**config.mk**
```make
export PLATFORM = sky130hd
export DESIGN_NAME = csa_final_adder_seq_flat
export DESIGN_NICKNAME = d
export VERILOG_FILES = /design/src/rtl/csa_final_adder_seq_if.sv /design/src/rtl/csa_final_adder_seq.sv /design/src/flat_wrapper.sv
export SDC_FILE = /design/constraint.sdc
export NUM_CORES = 1
export LEC_CHECK = 0
export BUFFER_PORTS_ARGS = -buffer_cell sky130_fd_sc_hd__buf_2
export CELL_PAD_IN_SITES_DETAIL_PLACEMENT = 1
export CELL_PAD_IN_SITES_GLOBAL_PLACEMENT = 2
export CORE_UTILIZATION = 35
export DETAILED_ROUTE_END_ITERATION = 8
export GPL_TIMING_DRIVEN = 0
export PLACE_DENSITY_LB_ADDON = 0.2
export SYNTH_ARGS = -nofsm -noshare
export SYNTH_HDL_FRONTEND = slang
export SYNTH_SLANG_ARGS = --single-unit
export TNS_END_PERCENT = 20
```
**constraint.sdc**
```tcl
create_clock -name clk -period 3 [get_ports clk]
set_input_delay 0 -clock clk [delete_from_list [all_inputs] [get_ports clk]]
set_output_delay 0 -clock clk [all_outputs]
set_load 0.1 [all_outputs]
```
**src/rtl/csa_final_adder_seq_if.sv**
```systemverilog
// Handshake bundle between the CSA array, the final carry-propagate stage and
// its consumer.
interface csa_final_adder_seq_if #(
    parameter int unsigned WIDTH = 16
);
    logic             in_valid;
    logic             in_ready;
    logic [WIDTH-1:0] s_in;
    logic [WIDTH-1:0] c_in;
    logic             out_valid;
    logic             out_ready;
    logic [WIDTH+1:0] result;

    modport master (
        output in_valid, s_in, c_in, out_ready,
        input  in_ready, out_valid, result
    );

    modport slave (
        input  in_valid, s_in, c_in, out_ready,
        output in_ready, out_valid, result
    );
endinterface

```
**src/rtl/csa_final_adder_seq.sv**
```systemverilog
// Sequential final adder for a carry-save pair: result = S + 2*C, resolved
// CHUNK bits per cycle with a registered ripple carry.
module csa_final_adder_seq #(
    parameter int unsigned WIDTH = 16,
    parameter int unsigned CHUNK = 4
) (
    input  logic                clk,
    input  logic                rst_n,
    csa_final_adder_seq_if.slave bus
);
    localparam int unsigned NCHUNK = WIDTH / CHUNK;
    localparam int unsigned CW     = (NCHUNK > 1) ? $clog2(NCHUNK) : 1;
    localparam int unsigned NP     = 2 ** CW;
    localparam int unsigned LOW_W  = NP * CHUNK;

    if ((CHUNK < 1) || (CHUNK > WIDTH) || ((WIDTH % CHUNK) != 0)) begin : g_bad_cfg
        $error("csa_final_adder_seq: CHUNK must be in 1..WIDTH and divide WIDTH");
    end

    typedef enum logic [1:0] {IDLE, BUSY, DONE} state_t;

    state_t state_q, state_d;

    // Operands held as chunk arrays indexed by cnt; sreg's top bit is always
    // zero and creg's top bit is kept separately, so neither needs a slot.
    logic [NP-1:0][CHUNK-1:0] s_lo_q, s_lo_d;
    logic [NP-1:0][CHUNK-1:0] c_lo_q, c_lo_d;
    logic                     c_top_q, c_top_d;
    logic [NP-1:0][CHUNK-1:0] res_lo_q, res_lo_d;
    logic [1:0]               res_hi_q, res_hi_d;
    logic [CW-1:0]            cnt_q, cnt_d;
    logic                     carry_q, carry_d;

    logic [CHUNK:0]           chunk_sum;
    logic                     accept;
    logic                     last;
    logic [LOW_W-1:0]         res_flat;

    assign accept   = bus.in_valid && (state_q == IDLE);
    assign last     = (cnt_q == CW'(NCHUNK - 1));
    assign res_flat = res_lo_q;

    always_ff @(posedge clk or negedge rst_n) begin
        if (!rst_n) begin
            state_q <= IDLE;
        end else begin
            state_q <= state_d;
        end
    end

    always_comb begin
        state_d = state_q;
        unique case (state_q)
            IDLE:    if (bus.in_valid) state_d = BUSY;
            BUSY:    if (last)         state_d = DONE;
            DONE:    if (bus.out_ready) state_d = IDLE;
            default: state_d = IDLE;
        endcase
    end

    always_comb begin
        bus.in_ready  = (state_q == IDLE);
        bus.out_valid = (state_q == DONE);
    end

    assign bus.result = {res_hi_q, res_flat[WIDTH-1:0]};

    always_comb begin
        s_lo_d    = s_lo_q;
        c_lo_d    = c_lo_q;
        c_top_d   = c_top_q;
        res_lo_d  = res_lo_q;
        res_hi_d  = res_hi_q;
        cnt_d     = cnt_q;
        carry_d   = carry_q;
        chunk_sum = {{CHUNK{1'b0}}, carry_q}
                  + {1'b0, s_lo_q[cnt_q]}
                  + {1'b0, c_lo_q[cnt_q]};
        if (accept) begin
            s_lo_d  = LOW_W'(bus.s_in);
            c_lo_d  = LOW_W'({bus.c_in, 1'b0});
            c_top_d = bus.c_in[WIDTH-1];
            cnt_d   = '0;
            carry_d = 1'b0;
        end else if (state_q == BUSY) begin
            res_lo_d[cnt_q] = chunk_sum[CHUNK-1:0];
            carry_d         = chunk_sum[CHUNK];
            cnt_d           = cnt_q + CW'(1);
            // creg[WIDTH] plus the final carry-out forms the two top bits.
            if (last) begin
                res_hi_d = {1'b0, c_top_q} + {1'b0, chunk_sum[CHUNK]};
            end
        end
    end

    always_ff @(posedge clk or negedge rst_n) begin
        if (!rst_n) begin
            s_lo_q   <= '0;
            c_lo_q   <= '0;
            c_top_q  <= 1'b0;
            res_lo_q <= '0;
            res_hi_q <= '0;
            cnt_q    <= '0;
            carry_q  <= 1'b0;
        end else begin
            s_lo_q   <= s_lo_d;
            c_lo_q   <= c_lo_d;
            c_top_q  <= c_top_d;
            res_lo_q <= res_lo_d;
            res_hi_q <= res_hi_d;
            cnt_q    <= cnt_d;
            carry_q  <= carry_d;
        end
    end
endmodule

```
**src/flat_wrapper.sv**
```systemverilog
// flat-port wrapper written by rule: the top's interface ports become plain ports
module csa_final_adder_seq_flat 
#(
    parameter int unsigned WIDTH = 16,
    parameter int unsigned CHUNK = 4
)
  (clk, rst_n, bus_in_valid, bus_s_in, bus_c_in, bus_out_ready, bus_in_ready, bus_out_valid, bus_result);
  csa_final_adder_seq_if #(.WIDTH(WIDTH)) bus_i ();
  input  logic clk;
  input  logic rst_n;
  input wire logic [$bits(bus_i.in_valid)-1:0] bus_in_valid;
  input wire logic [$bits(bus_i.s_in)-1:0] bus_s_in;
  input wire logic [$bits(bus_i.c_in)-1:0] bus_c_in;
  input wire logic [$bits(bus_i.out_ready)-1:0] bus_out_ready;
  output wire logic [$bits(bus_i.in_ready)-1:0] bus_in_ready;
  output wire logic [$bits(bus_i.out_valid)-1:0] bus_out_valid;
  output wire logic [$bits(bus_i.result)-1:0] bus_result;
  assign bus_i.in_valid = bus_in_valid;
  assign bus_i.s_in = bus_s_in;
  assign bus_i.c_in = bus_c_in;
  assign bus_i.out_ready = bus_out_ready;
  assign bus_in_ready = bus_i.in_ready;
  assign bus_out_valid = bus_i.out_valid;
  assign bus_result = bus_i.result;
  csa_final_adder_seq #(.WIDTH(WIDTH), .CHUNK(CHUNK)) u_core (.clk(clk), .rst_n(rst_n), .bus(bus_i));
endmodule
```
==> impl_metrics.yaml <==
worst_setup_path:
  setup.worst_path.start: "u_core.cnt_q[0]"
  end_kind: "flip-flop"
  startpoint_type: "flip-flop"
  critical_path_buf_inv_count: 2
  cp_data_required_time_ns: 3.19
  crit_path_cell_trace: "buf_4 > mux4_2 > fa_1 > inv_1 > fa_1 > nor2b_1 > o21ai_0 > nand2b_1 > ha_1 > mux2_2"
  crit_path_dat_ns: 3.02
  critical-path-top-delay-family: "adder cells"
  slowest_delay_ns: 0.54
  crit-reg2reg-launch: "u_core.cnt_q[0]"
  crit_fanout: 9
  slowest_stage: "sky130_fd_sc_hd__mux4_2"
  cp_common_cell: "sky130_fd_sc_hd__fa_1"
  timing.setup.critical_path_class: "reg2reg"
sta:
  rsz0062_at_grt: "false"
  tns_ns: 0
  report.final.setup_viol: 0
  period_share_pct: 94.4
  relSlewSlack_pct: 52.1
  tightest_slew_ns: 0.718
  layout_min_cycle_time_ns: 2.83
  final-hold-violation-count: 0
  timing.clock.skew_ns: 0.00507
  max_clk_rate_ghz: 0.353
  drv_slew: 0
logic_synthesis:
  synth.yosys.warnings: 0
  synth_seq_cells: 55
  syn-cell-area_um2: 2620
  mappedNetlistNets: 221
  synth-seq-area-share_pct: 52.6
  syn-instance-count: 175
  netlist-cell-type-count: 27
  syn_avg_cell_area_um2: 14.9
layout:
  mostFrequentLayoutCells: "sky130_fd_sc_hd__dfrtp_1, sky130_fd_sc_hd__buf_2, sky130_fd_sc_hd__dlygate4sd3_1"
  area_growth_syn_to_layout_pct: 31.7
  mostFrequentLayoutCell: "sky130_fd_sc_hd__dfrtp_1"
  antenna_cells_inserted: 0
  ff_latch_area_um2: 1380
  drive_above_1_share_pct: 43.5
  layout.filler_cells: 766
  design.final.nets: 318
  multi_input_comb_area_um2: 1120
floorplan:
  die_width_um: 88.4
  vertical_die_dimension_um: 88.4
  initial_core_util_pct: 36.1
  row_count: 31
  dieArea_um2: 7820
  coreArea_um2: 7250
  io_pins: 56
clock_network:
  htreeDepth: 2
  max_root_sink_buffers: 2
  clock_latency_at_the_later_pin_of_the_worst_skew_pair_ns: 0.30
  cts.reportedPaths.clkPinSlew_ns: 0.09
  cts_tree: "yes"
  post_cts_buffers: 0
  clock_sink_count: 55
  number_of_buffers_inserted_during_clock_tree_synthesis: 5
  clock-root-buffer: "sky130_fd_sc_hd__clkbuf_8"
detailed_routing:
  post_detailed_routing_wire_length_mm: 5.52
  top_layer: "met4"
  detailroute.wirelength.met3_um: 178
  route.antenna.remaining_nets: 0
  routed-via-count: 1682
  drt_pre_antenna_iters: 4
  drt-met1-wl_mm: 2.55
  detailedRoute.firstIterationViolations: 21
  avgRoutedWirePerCell_um: 14.9
  drt_drc_violations_left: 0
  detail_route.vias_per_cell: 4.55
  detailroute.wirelength.met2_mm: 2.72
min_path:
  worstHoldPathType: "in2async"
global_route:
  globalRouteTotalUtil_pct: 15.6
  grt_antenna_before_repair: 0
  maximum_number_of_pins_on_one_net_before_global_route_repair: 56
  grt_pass1_wl_mm: 9.05
  vias_in_the_first_global_route: 1761
  globalRouteOverflowTotal: 0
flow_run:
  maxCapViolCount: 0
placement:
  dpl.hpwl_mm: 3.75
  routabilityCongestion: 0.680
  port-buffer-count: 55
status:
  outcome: "finished, final reports clean"
-- state kept, by name, summed over array words and instances, names as in the netlist --
name	count
u_core.state_q	2
u_core.s_lo_q	16
u_core.c_lo_q	15
u_core.cnt_q	2
u_core.carry_q	1
u_core.bus.result	16
u_core.c_top_q	1
u_core.res_hi_q	2
-- stage by stage --
| stage | instance area (um2) | hold WS (ns) | std cells | utilization [%] | setup WS [ns] |
|---|---|---|---|---|---|
| 2_1_floorplan | 2620 | -0.296 | 175 | - | 0.344 |
| 3_3_place_gp | 3010 | 0.198 | 329 | 41.6 | 0.0335 |
| 3_5_place_dp | 3010 | 0.195 | 329 | 41.6 | 0.0535 |
| 4_1_cts | 3430 | 0.00935 | 369 | 47.2 | 0.0361 |
| 5_1_grt | 3440 | 0.355 | 370 | 47.5 | 0.00222 |
| 6_report | 3440 | 0.292 | 370 | 47.5 | 0.169 |
-- kinds of logic after synthesis --
group                    Yosys count  share of synthesized area, %
AO/OA/AOI/OAI                     20                          4.31
XOR/XNOR                           2                         0.670
adder cells (fa/ha/maj)           10                          5.36
buffers and inverters             14                          4.40
flip-flops                        55                          52.6
multiplexers                      47                          27.5
AND/OR/NAND/NOR                   27                          5.17
-- what timing repair did --
action	in CTS	in global routing
resized for setup	0	4
setup endpoints to repair	0	2
hold endpoints to repair	34	55
hold buffers	34	1
-- worst register-to-register path: stages (launching register included) --
cell                       delay, ns
sky130_fd_sc_hd__dfrtp_1        0.39
sky130_fd_sc_hd__buf_4          0.23
sky130_fd_sc_hd__mux4_2         0.55
sky130_fd_sc_hd__fa_1           0.41
sky130_fd_sc_hd__inv_1          0.08
sky130_fd_sc_hd__fa_1           0.21
sky130_fd_sc_hd__nor2b_1        0.05
sky130_fd_sc_hd__o21ai_0        0.14
sky130_fd_sc_hd__nand2b_1       0.12
sky130_fd_sc_hd__ha_1           0.29
sky130_fd_sc_hd__mux2_2         0.26
-- cell usage after synthesis, drive strengths merged --
cell,number,share of area (%)
a21oi,1,0.19
ha,8,3.8
nor2,5,0.81
buf,7,3.4
mux2,38,21
mux4,7,6.0
inv,7,1.0
mux2i,2,0.77
nand2b,2,0.48
o21ai,15,2.9
xor2,2,0.67
dfrtp,55,53
nand2,16,2.9
and2,1,0.33
fa,2,1.5
nor2b,2,0.48
a22o,2,0.67
a21o,1,0.29
o21bai,1,0.29
nand3,1,0.19
-- area by class of cell --
class	instances	area share, %
timing repair buffer	90	18.2
sequential	55	40.0
tap	99	3.60
buffer	7	2.72
multi-input combinational	106	32.6
inverter	7	0.763
clock buffer	6	2.11
-- final timing paths --
path | cells after the start | slack [ns] | to
max | 10 | 0.17 | u_core.res_hi_q[0]
min | 2 | 0.29 | u_core.bus.result[11]
max reg2reg | 10 | 0.17 | u_core.res_hi_q[0]
min reg2reg | 2 | 0.48 | u_core.bus.result[11]
max in group asynchronous | 2 | 2.23 | u_core.cnt_q[1]
min in group clk | 3 | 0.41 | u_core.state_q[1]
-- per-layer routing --
layer | track usage [%] | vias to the layer above
li1 | - | 800
met1 | 20.8 | 835
met2 | 25.3 | 39
met3 | 3.54 | 8
met4 | 4.99 | 0
met5 | 0 | -
Power is not shown: default switching activity piles up to over one toggle a cycle in this logic, so the estimate is an artifact.
